--- config.mk ---
export PLATFORM = sky130hd
export DESIGN_NAME = player_bullet
export DESIGN_NICKNAME = d
export VERILOG_FILES = /design/src/rtl/player_bullet.sv
export SDC_FILE = /design/constraint.sdc
export NUM_CORES = 1
export LEC_CHECK = 0
export CAP_MARGIN = 5
export CORE_UTILIZATION = 45
export CTS_CLUSTER_SIZE = 10
export DETAILED_ROUTE_END_ITERATION = 10
export GPL_ROUTABILITY_DRIVEN = 0
export PLACE_DENSITY = 0.82
export SLEW_MARGIN = 20
export SYNTH_ARGS = -nofsm -noshare
export SYNTH_HDL_FRONTEND = slang
export SYNTH_SLANG_ARGS = --single-unit
--- constraint.sdc ---
create_clock -name clk -period 3.8 [get_ports clk]
set_input_delay 1.14 -clock clk [delete_from_list [all_inputs] [get_ports clk]]
set_output_delay 1.14 -clock clk [all_outputs]
set_load 0.01 [all_outputs]
--- src/rtl/player_bullet.sv ---
// Player laser shot: arms on fire, spawns at the muzzle on a frame tick, climbs until hit/off-screen, then cools down.
// Optional build macro BULLET_AUTOFIRE_EN makes the fire request level-sensitive (hold to re-fire).
module player_bullet #(
    parameter int BULLET_STEP     = 4,
    parameter int GUN_OFFSET_X    = 15,
    parameter int BULLET_H        = 8,
    parameter int COOLDOWN_FRAMES = 8
) (
    input  logic       clk,
    input  logic       rst,
    input  logic       frame,
    input  logic       fire,
    input  logic [9:0] player_x,
    input  logic [9:0] player_y,
    input  logic       hit,
    output logic [9:0] bullet_x,
    output logic [9:0] bullet_y,
    output logic       bullet_active,
    output logic       shot_fired
);

    localparam logic [1:0] S_IDLE = 2'd0;
    localparam logic [1:0] S_FLY  = 2'd1;
    localparam logic [1:0] S_COOL = 2'd2;

    localparam logic [9:0] STEP    = 10'(BULLET_STEP);
    localparam logic [9:0] OFS_X   = 10'(GUN_OFFSET_X);
    localparam logic [9:0] HEIGHT  = 10'(BULLET_H);
    localparam logic [9:0] CD_INIT = 10'(COOLDOWN_FRAMES);

    logic [1:0] state;
    logic       fire_q;
    logic       pending;
    logic [9:0] cd_cnt;
    logic       fire_req;
    logic       retire;

`ifdef BULLET_AUTOFIRE_EN
    assign fire_req = fire;
`else
    assign fire_req = fire & ~fire_q;
`endif

    // hit outranks the off-the-top check; both leave bullet_y where it is
    assign retire = hit | (frame & (bullet_y < STEP));

    always_ff @(posedge clk) begin
        if (!rst) begin
            state         <= S_IDLE;
            fire_q        <= 1'b0;
            pending       <= 1'b0;
            cd_cnt        <= '0;
            bullet_x      <= '0;
            bullet_y      <= '0;
            bullet_active <= 1'b0;
            shot_fired    <= 1'b0;
        end else begin
            fire_q     <= fire;
            shot_fired <= 1'b0;
            case (state)
                S_IDLE: begin
                    if (frame && (pending || fire_req)) begin
                        bullet_x      <= player_x + OFS_X;
                        bullet_y      <= player_y - HEIGHT;
                        bullet_active <= 1'b1;
                        shot_fired    <= 1'b1;
                        pending       <= 1'b0;
                        state         <= S_FLY;
                    end else if (fire_req) begin
                        pending <= 1'b1;
                    end
                end
                S_FLY: begin
                    if (retire) begin
                        bullet_active <= 1'b0;
                        cd_cnt        <= CD_INIT;
                        state         <= (CD_INIT == '0) ? S_IDLE : S_COOL;
                    end else if (frame) begin
                        bullet_y <= bullet_y - STEP;
                    end
                end
                S_COOL: begin
                    if (frame) begin
                        cd_cnt <= cd_cnt - 10'd1;
                        if (cd_cnt <= 10'd1) state <= S_IDLE;
                    end
                end
                default: state <= S_IDLE;
            endcase
        end
    end

endmodule

==> results by group, run 1 <==
Outcome
  • Outcome: completed

Run
  • Max cap viols: 0

Place
  • Area of placed instances: ~0.0025 mm²
  • # port buffers: 46
  • Cell total after placement: 332
  • Dpl hpwl: 3130 µm

Power and ir drop
  • PwrDens: ~400 mW/mm²
  • LEAKAGE: just under 1 nW
  • Max VDD drop: between 200 and 250 µV

Yosys
  • Post-synth cell types: 49
  • Commonest cells in the netlist: nor2_1, dfxtp_1, nand2_1
  • Post-synth EDFFs: 0
  • Cells after synthesis: ~240
  • Synth area leaders: dfxtp_1, nor2_1, xnor2_1
  • Post-synthesis cell area: 0.00201 mm²
  • Largest area contributor in the netlist: dfxtp_1
  • Top FF cell, synth: dfxtp_1
  • Syn avg cell area: 8.22 µm²
  • Async SR Flop Fraction: 0
  • Post-synthesis net count: between 200 and 300
  • FF+latch count, synth: 36
  • Yosys warning total: 0
  • Most common cell in the netlist: nor2_1
  • Share of the synthesized area in the top cell type: 0.359
  • Seq/Total Area, Yosys: 0.359

Layout
  • Core Util, Final: 0.630
  • Fillers: between 300 and 400
  • Finished Layout Cells: 340
  • Design Area, Final: 0.00261 mm²
  • Share of layout cells above drive strength 1: 0.0862
  • Nets: 319
  • Area Growth Syn to Fin: 30.1%
  • N_diodes: 0
  • Storage element area: 721 µm²
  • Area occupied by multi-input gates: between 0.001 and 0.0015 mm²

Global routing
  • GRT Total Usage: 0.198
  • Vias in the first global route: around 1700
  • Initial antenna violation count: 0
  • Global route overflow: 0
  • First-pass GRT wire length: between 7000 and 8000 µm
  • Largest net degree at the start of global routing: 19

Floorplanning
  • Core ar.: approximately 0.0041 mm²
  • Ports: 47
  • Die Area: between 0.004 and 0.005 mm²
  • Die Span Y: between 60 and 70 µm
  • Chip width: around 69 µm
  • Core Rows: 23
  • Initial Util: 0.484

Routing
  • Routed length per placed instance: 12.7 µm
  • Total number of vias: between 1500 and 2000
  • Routed WL: 4320 µm
  • Vias per cell: about 5.4
  • Met3 WL: ~250 µm
  • Top sig layer: met4
  • WL met2: between 1500 and 2000 µm
  • First-pass iteration count of the detailed router: 4
  • DR iter-0 viols: ~140
  • Post-route met1 wirelength: 2010 µm
  • ANT nets after route: 0
  • DRC: 0

Timing
  • Max Slew Vio Count: 0
  • RSZ-0062 raised after global routing: false
  • Slew @ Worst Pin: about 0.6 ns
  • Hold WS: between 0.4 and 0.5 ns
  • Rel. slew slack: 0.588
  • Fin Setup TNS: 0 ns
  • Post-route minimum period: ~2.8 ns
  • Final setup viols: 0
  • Fmax achieved: roughly 360 MHz
  • Fin crit share: 0.736
  • Final Hold Viols: 0
  • Worst setup skew after layout: 0.00785 ns

Clock tree
  • Total CTS buffers: 5
  • Root buf cell: clkbuf_8
  • Clk sinks: 36
  • CTS HTree Levels: 2
  • CTS tree: built
  • # resized after CTS: 0
  • # hold bufs at CTS: 0
  • Clk_lat worst skew: around 0.29 ns
  • Max clock buf depth: 2
  • Clk slew on worst S/H paths: around 0.07 ns
  • Post-CTS setup buffers: 0

Setup path
  • Worst-path maximum fanout: 14
  • Crit end category: flip-flop
  • CP Class: input port to flip-flop
  • WP data arrival: 2.99 ns
  • R2r worst-path depth: 7
  • Critical Path RT: 3.99 ns
  • Startpoint types: input port

Worst hold path
  • Hold Crit Class: flip-flop to flip-flop
  • Cells on Worst Hold Path: 2
## report_power, final
part | switching, W | total, W | internal, W
logic | 0.000132 | 0.000272 | 0.000140
clock network | 0.000141 | 0.000336 | 0.000195
registers | 0.0000324 | 0.000441 | 0.000409
total | 0.000305 | 0.00105 | 0.000744
## cell type report
class,instances,area share
clock buffer,6,0.0278
clock inverter,2,0.0134
tap,50,0.0240
inverter,12,0.0173
multi-input combinational,185,0.456
timing repair buffer,49,0.185
sequential,36,0.276
## per-layer routing
metal,up-vias,GRT usage
li1,943,-
met1,843,0.243
met2,55,0.319
met3,9,0.0526
met4,0,0.0995
met5,-,0
## worst paths after layout
check / slack [ns] / start / end
worst max-delay path: 1.00 / frame / bullet_x[7]$_SDFFE_PN0P_
worst min-delay path: 0.45 / bullet_x[4]$_SDFFE_PN0P_ / bullet_x[4]$_SDFFE_PN0P_
worst max register to register: 1.76 / bullet_y[2]$_SDFFE_PN0P_ / bullet_y[2]$_SDFFE_PN0P_
worst min register to register: 0.45 / bullet_x[4]$_SDFFE_PN0P_ / bullet_x[4]$_SDFFE_PN0P_
## sequential cells by signal (all words and copies together), names as in the netlist
signal,flops
bullet_y,10
bullet_x,10
bullet_active,1
shot_fired,1
fire_q,1
pending,1
state,2
cd_cnt,10
## through the flow
step	total power, W	setup WS, ns
after global routing	0.00110	0.813
final	0.00105	1.00
after CTS	0.00105	0.959
after detailed placement	0.000720	0.721
after floorplan	0.000619	1.52
after global placement	0.000716	0.746
## cells in the final DEF, fill, tap and decap left out, types with 2 or more instances in the layout
| cell | n |
|---|---|
| clkdlybuf4s50_1 | 46 |
| nor2_1 | 39 |
| dfxtp_1 | 36 |
| nand2_1 | 18 |
| a21oi_1 | 17 |
| xnor2_1 | 13 |
| inv_1 | 11 |
| o21ai_0 | 8 |
| nor3_1 | 8 |
| a211oi_1 | 7 |
| xor2_1 | 6 |
| a31oi_1 | 6 |
| ha_1 | 5 |
| clkbuf_8 | 5 |
| nor2b_1 | 4 |
| nand3_1 | 4 |
| mux2i_1 | 4 |
| nor3b_1 | 3 |
| nand2b_1 | 3 |
| a211o_1 | 3 |
| buf_4 | 3 |
| nor3b_2 | 2 |
| and3_1 | 2 |
| o31ai_1 | 2 |
| a311oi_1 | 2 |
| or2_2 | 2 |
| nor4_1 | 2 |
| nor4_2 | 2 |
| or3_1 | 2 |
| nand3b_1 | 2 |
| nand4_1 | 2 |
## kinds of logic after synthesis
family,Yosys count,share of synthesized area
AO/OA/AOI/OAI,53,0.176
XOR/XNOR,19,0.0830
adder cells (fa/ha/maj),5,0.0312
buffers and inverters,23,0.0474
flip-flops,36,0.359
multiplexers,4,0.0200
AND/OR/NAND/NOR,104,0.283
## worst max-delay path: stages
cell	delay, ns
clkdlybuf4s50_1	0.62
nor3b_2	0.28
o21a_1	0.44
buf_4	0.23
nor2_1	0.04
a211oi_1	0.23
No activity file was read; power rests on OpenSTA's default activity.
==> run 2: changes to the inputs <==
==> constraint.sdc (replaced) <==
create_clock -name clk -period 2.67 [get_ports clk]
set_input_delay 0.801 -clock clk [delete_from_list [all_inputs] [get_ports clk]]
set_output_delay 0.801 -clock clk [all_outputs]
set_load 0.01 [all_outputs]
==> run 2 against run 1 <==
Sequential share of layout area fell by 0.40 points. Largest cell class unchanged. Clock-buffer cell count fell by 1. Via count decreased by 1.3%. Final cell count is 0.88% higher. Register-to-register slack lost 1.1 ns. Critical path depth up 1.
==> results by group, run 2 (synthesis gave the netlist of run 1 again) <==
Outcome
  • Outcome: completed

Timing
  • Final Hold Viols: 0 (unchanged)
  • Rel. slew slack: 0.616 (+0.0288)
  • Post-route minimum period: between 2 and 2.5 ns
  • Slew @ Worst Pin: 0.575 ns (-0.0432 ns)
  • Worst setup skew after layout: 0.00546 ns (-0.00239 ns)
  • Fin crit share: 0.873
  • Fmax achieved: about 430 MHz
  • Final setup viols: 0 (unchanged)
  • Fin Setup TNS: 0 ns (unchanged)
  • RSZ-0062 raised after global routing: false
  • Max Slew Vio Count: 0 (unchanged)

Global routing
  • GRT Total Usage: 0.204 (+0.00620)
  • First-pass GRT wire length: 7040 µm (+0.18%)
  • Global route overflow: 0 (unchanged)
  • Initial antenna violation count: 0 (unchanged)
  • Vias in the first global route: 1625 (-2.9%)
  • Largest net degree at the start of global routing: 18 (-1)

Clock tree
  • # hold bufs at CTS: 0 (unchanged)
  • CTS HTree Levels: 2 (unchanged)
  • # resized after CTS: 0 (unchanged)
  • Post-CTS setup buffers: 0 (unchanged)
  • Total CTS buffers: 5 (unchanged)
  • Root buf cell: clkbuf_8
  • CTS tree: built
  • Max clock buf depth: 2 (unchanged)
  • Clk slew on worst S/H paths: 0.08 ns (about the same)
  • Clk sinks: 36 (unchanged)
  • Clk_lat worst skew: 0.30 ns (about the same)

Layout
  • Nets: 322 (+0.94%)
  • Top Registers: bullet_x x10, bullet_y x10, cd_cnt x10
  • Finished Layout Cells: 343 (+0.88%)
  • Area Growth Syn to Fin: 32.0%
  • Design Area, Final: 0.00265 mm² (+1.5%)
  • N_diodes: 0 (unchanged)
  • Leading cell type in the layout, fill and taps excluded: clkdlybuf4s50_1
  • Share of layout cells above drive strength 1: 0.0990 (+0.0128)
  • Core Util, Final: 0.639 (+0.00936)
  • Commonest cells after routing, fill and taps aside: clkdlybuf4s50_1, nor2_1, dfxtp_1, nand2_1, a21oi_1

Routing
  • Routed length per placed instance: 13.0 µm (+2.8%)
  • ANT nets after route: 0 (unchanged)
  • First-pass iteration count of the detailed router: 5 (+1)
  • Total number of vias: 1826 (-1.3%)
  • DR iter-0 viols: 110 (-20%)
  • Vias per cell: 5.32 (-2.2%)
  • DRC: 0 (unchanged)
  • Routed WL: 4480 µm (+3.7%)

Setup path
  • Startpoint types: input port
  • CP Class: input port to flip-flop
  • Crit end category: flip-flop
  • WP data arrival: 2.51 ns (-0.48 ns)
  • Critical-path top delay cell: clkdlybuf4s50_1
  • Crit-path cells: clkdlybuf4s50_1 -> nor3b_2 -> a311oi_2 -> buf_4 -> nor4b_2 -> xnor2_1 -> nor2_1
  • Worst-path maximum fanout: 9 (-5)
  • Reg-to-reg slack, setup: 0.64 ns (-1.12 ns)
  • Slowest stage delay, CP: 0.62 ns (about the same)
  • Critical Path RT: 2.85 ns (-1.14 ns)

Floorplanning
  • Core ar.: 0.00414 mm² (unchanged)
  • Chip width: 68.8 µm (unchanged)
  • Die Area: 0.00473 mm² (unchanged)
  • Die Span Y: 68.8 µm (unchanged)
  • Core Rows: 23 (unchanged)
  • Initial Util: 0.484 (unchanged)
  • Ports: 47 (unchanged)

Place
  • Dpl hpwl: 3320 µm (+6.0%)
  • Cell total after placement: 335 (+0.90%)
  • Area of placed instances: 0.00254 mm² (+1.4%)
  • # port buffers: 46 (unchanged)

Power and ir drop
  • Combinational Power Share: 0.265 (+0.005)
  • PwrDens: 573 mW/mm² (+43%)
  • Clock network power share: 0.322 (+0.002)
  • Tot Pwr: 0.00152 W (+45%)
  • Flop pwr share: 0.413 (-0.007)
  • Sw Ratio: 0.297 (+0.00610)
  • Max VDD drop: 276 µV (+26%)
  • NetSw: 0.000451 W (+48%)
  • LEAKAGE: 0.986 nW (+1.7%)
  • Internal Power: 0.00107 W (+43%)

Run
  • Max cap viols: 0 (unchanged)

Worst hold path
  • Hold Crit Class: flip-flop to flip-flop
run 2: cell types whose count changed in the layout (fill, tap and decap cells not counted):
cell        delta
clkbuf_1       -1
clkinvlp_4     +1
buf_12         +1
buf_4          +2
run 2: final timing paths:
check | startpoint | endpoint | depth (start not counted)
max | frame | cd_cnt[9]$_SDFFE_PN0P_ | 7
min | bullet_y[0]$_SDFFE_PN0P_ | bullet_y[0]$_SDFFE_PN0P_ | 2
max reg2reg | bullet_y[2]$_SDFFE_PN0P_ | bullet_y[2]$_SDFFE_PN0P_ | 7
min reg2reg | bullet_y[0]$_SDFFE_PN0P_ | bullet_y[0]$_SDFFE_PN0P_ | 2
run 2: layer usage:
| layer | GRT usage | share of wire | vias to the layer above | routed length (µm) |
|---|---|---|---|---|
| met2 | 0.321 | 0.47 | 51 | 2110 |
| met3 | 0.0740 | 0.064 | 7 | 287 |
| met1 | 0.242 | 0.45 | 823 | 2000 |
| met5 | 0 | 0 | - | 0 |
| met4 | 0.110 | 0.018 | 0 | 81 |
| li1 | - | - | 945 | - |
run 2: layout make-up:
cell class              instances  area [µm²]
clock buffers                   5        68.8
flip-flops and latches         36         721
inverters                      12        45.0
well taps                      50        62.6
multi-input cells             185        1190
fillers                       371        1500
repair buffers                 52         518
clock inverters                 3        42.5
run 2: power by group through the flow:
| stage | sequential [W] | combinational (W) | clock, W |
|---|---|---|---|
| 2_1_floorplan | 0.000635 | 0.000246 | 0 |
| 6_report | 0.000626 | 0.000402 | 0.000488 |
| 4_1_cts | 0.000626 | 0.000402 | 0.000499 |
| 5_1_grt | 0.000632 | 0.000443 | 0.000518 |
| 3_3_place_gp | 0.000637 | 0.000392 | 0 |
| 3_5_place_dp | 0.000638 | 0.000399 | 0 |
run 2: stage by stage:
stage / hold slack [ns] / worst slack [ns]
2_1_floorplan: 0.476 / 0.729
6_report: 0.458 / 0.339
3_5_place_dp: 0.450 / 0.0480
3_3_place_gp: 0.444 / 0.122
4_1_cts: 0.461 / 0.347
5_1_grt: 0.483 / 0.242
run 2: critical path, delay by kind of cell:
kind | cells | cell delay [ns]
buf+inv | 2 | 0.81
xor+xnor | 1 | 0.16
simple gates | 3 | 0.62
compound gates | 1 | 0.12
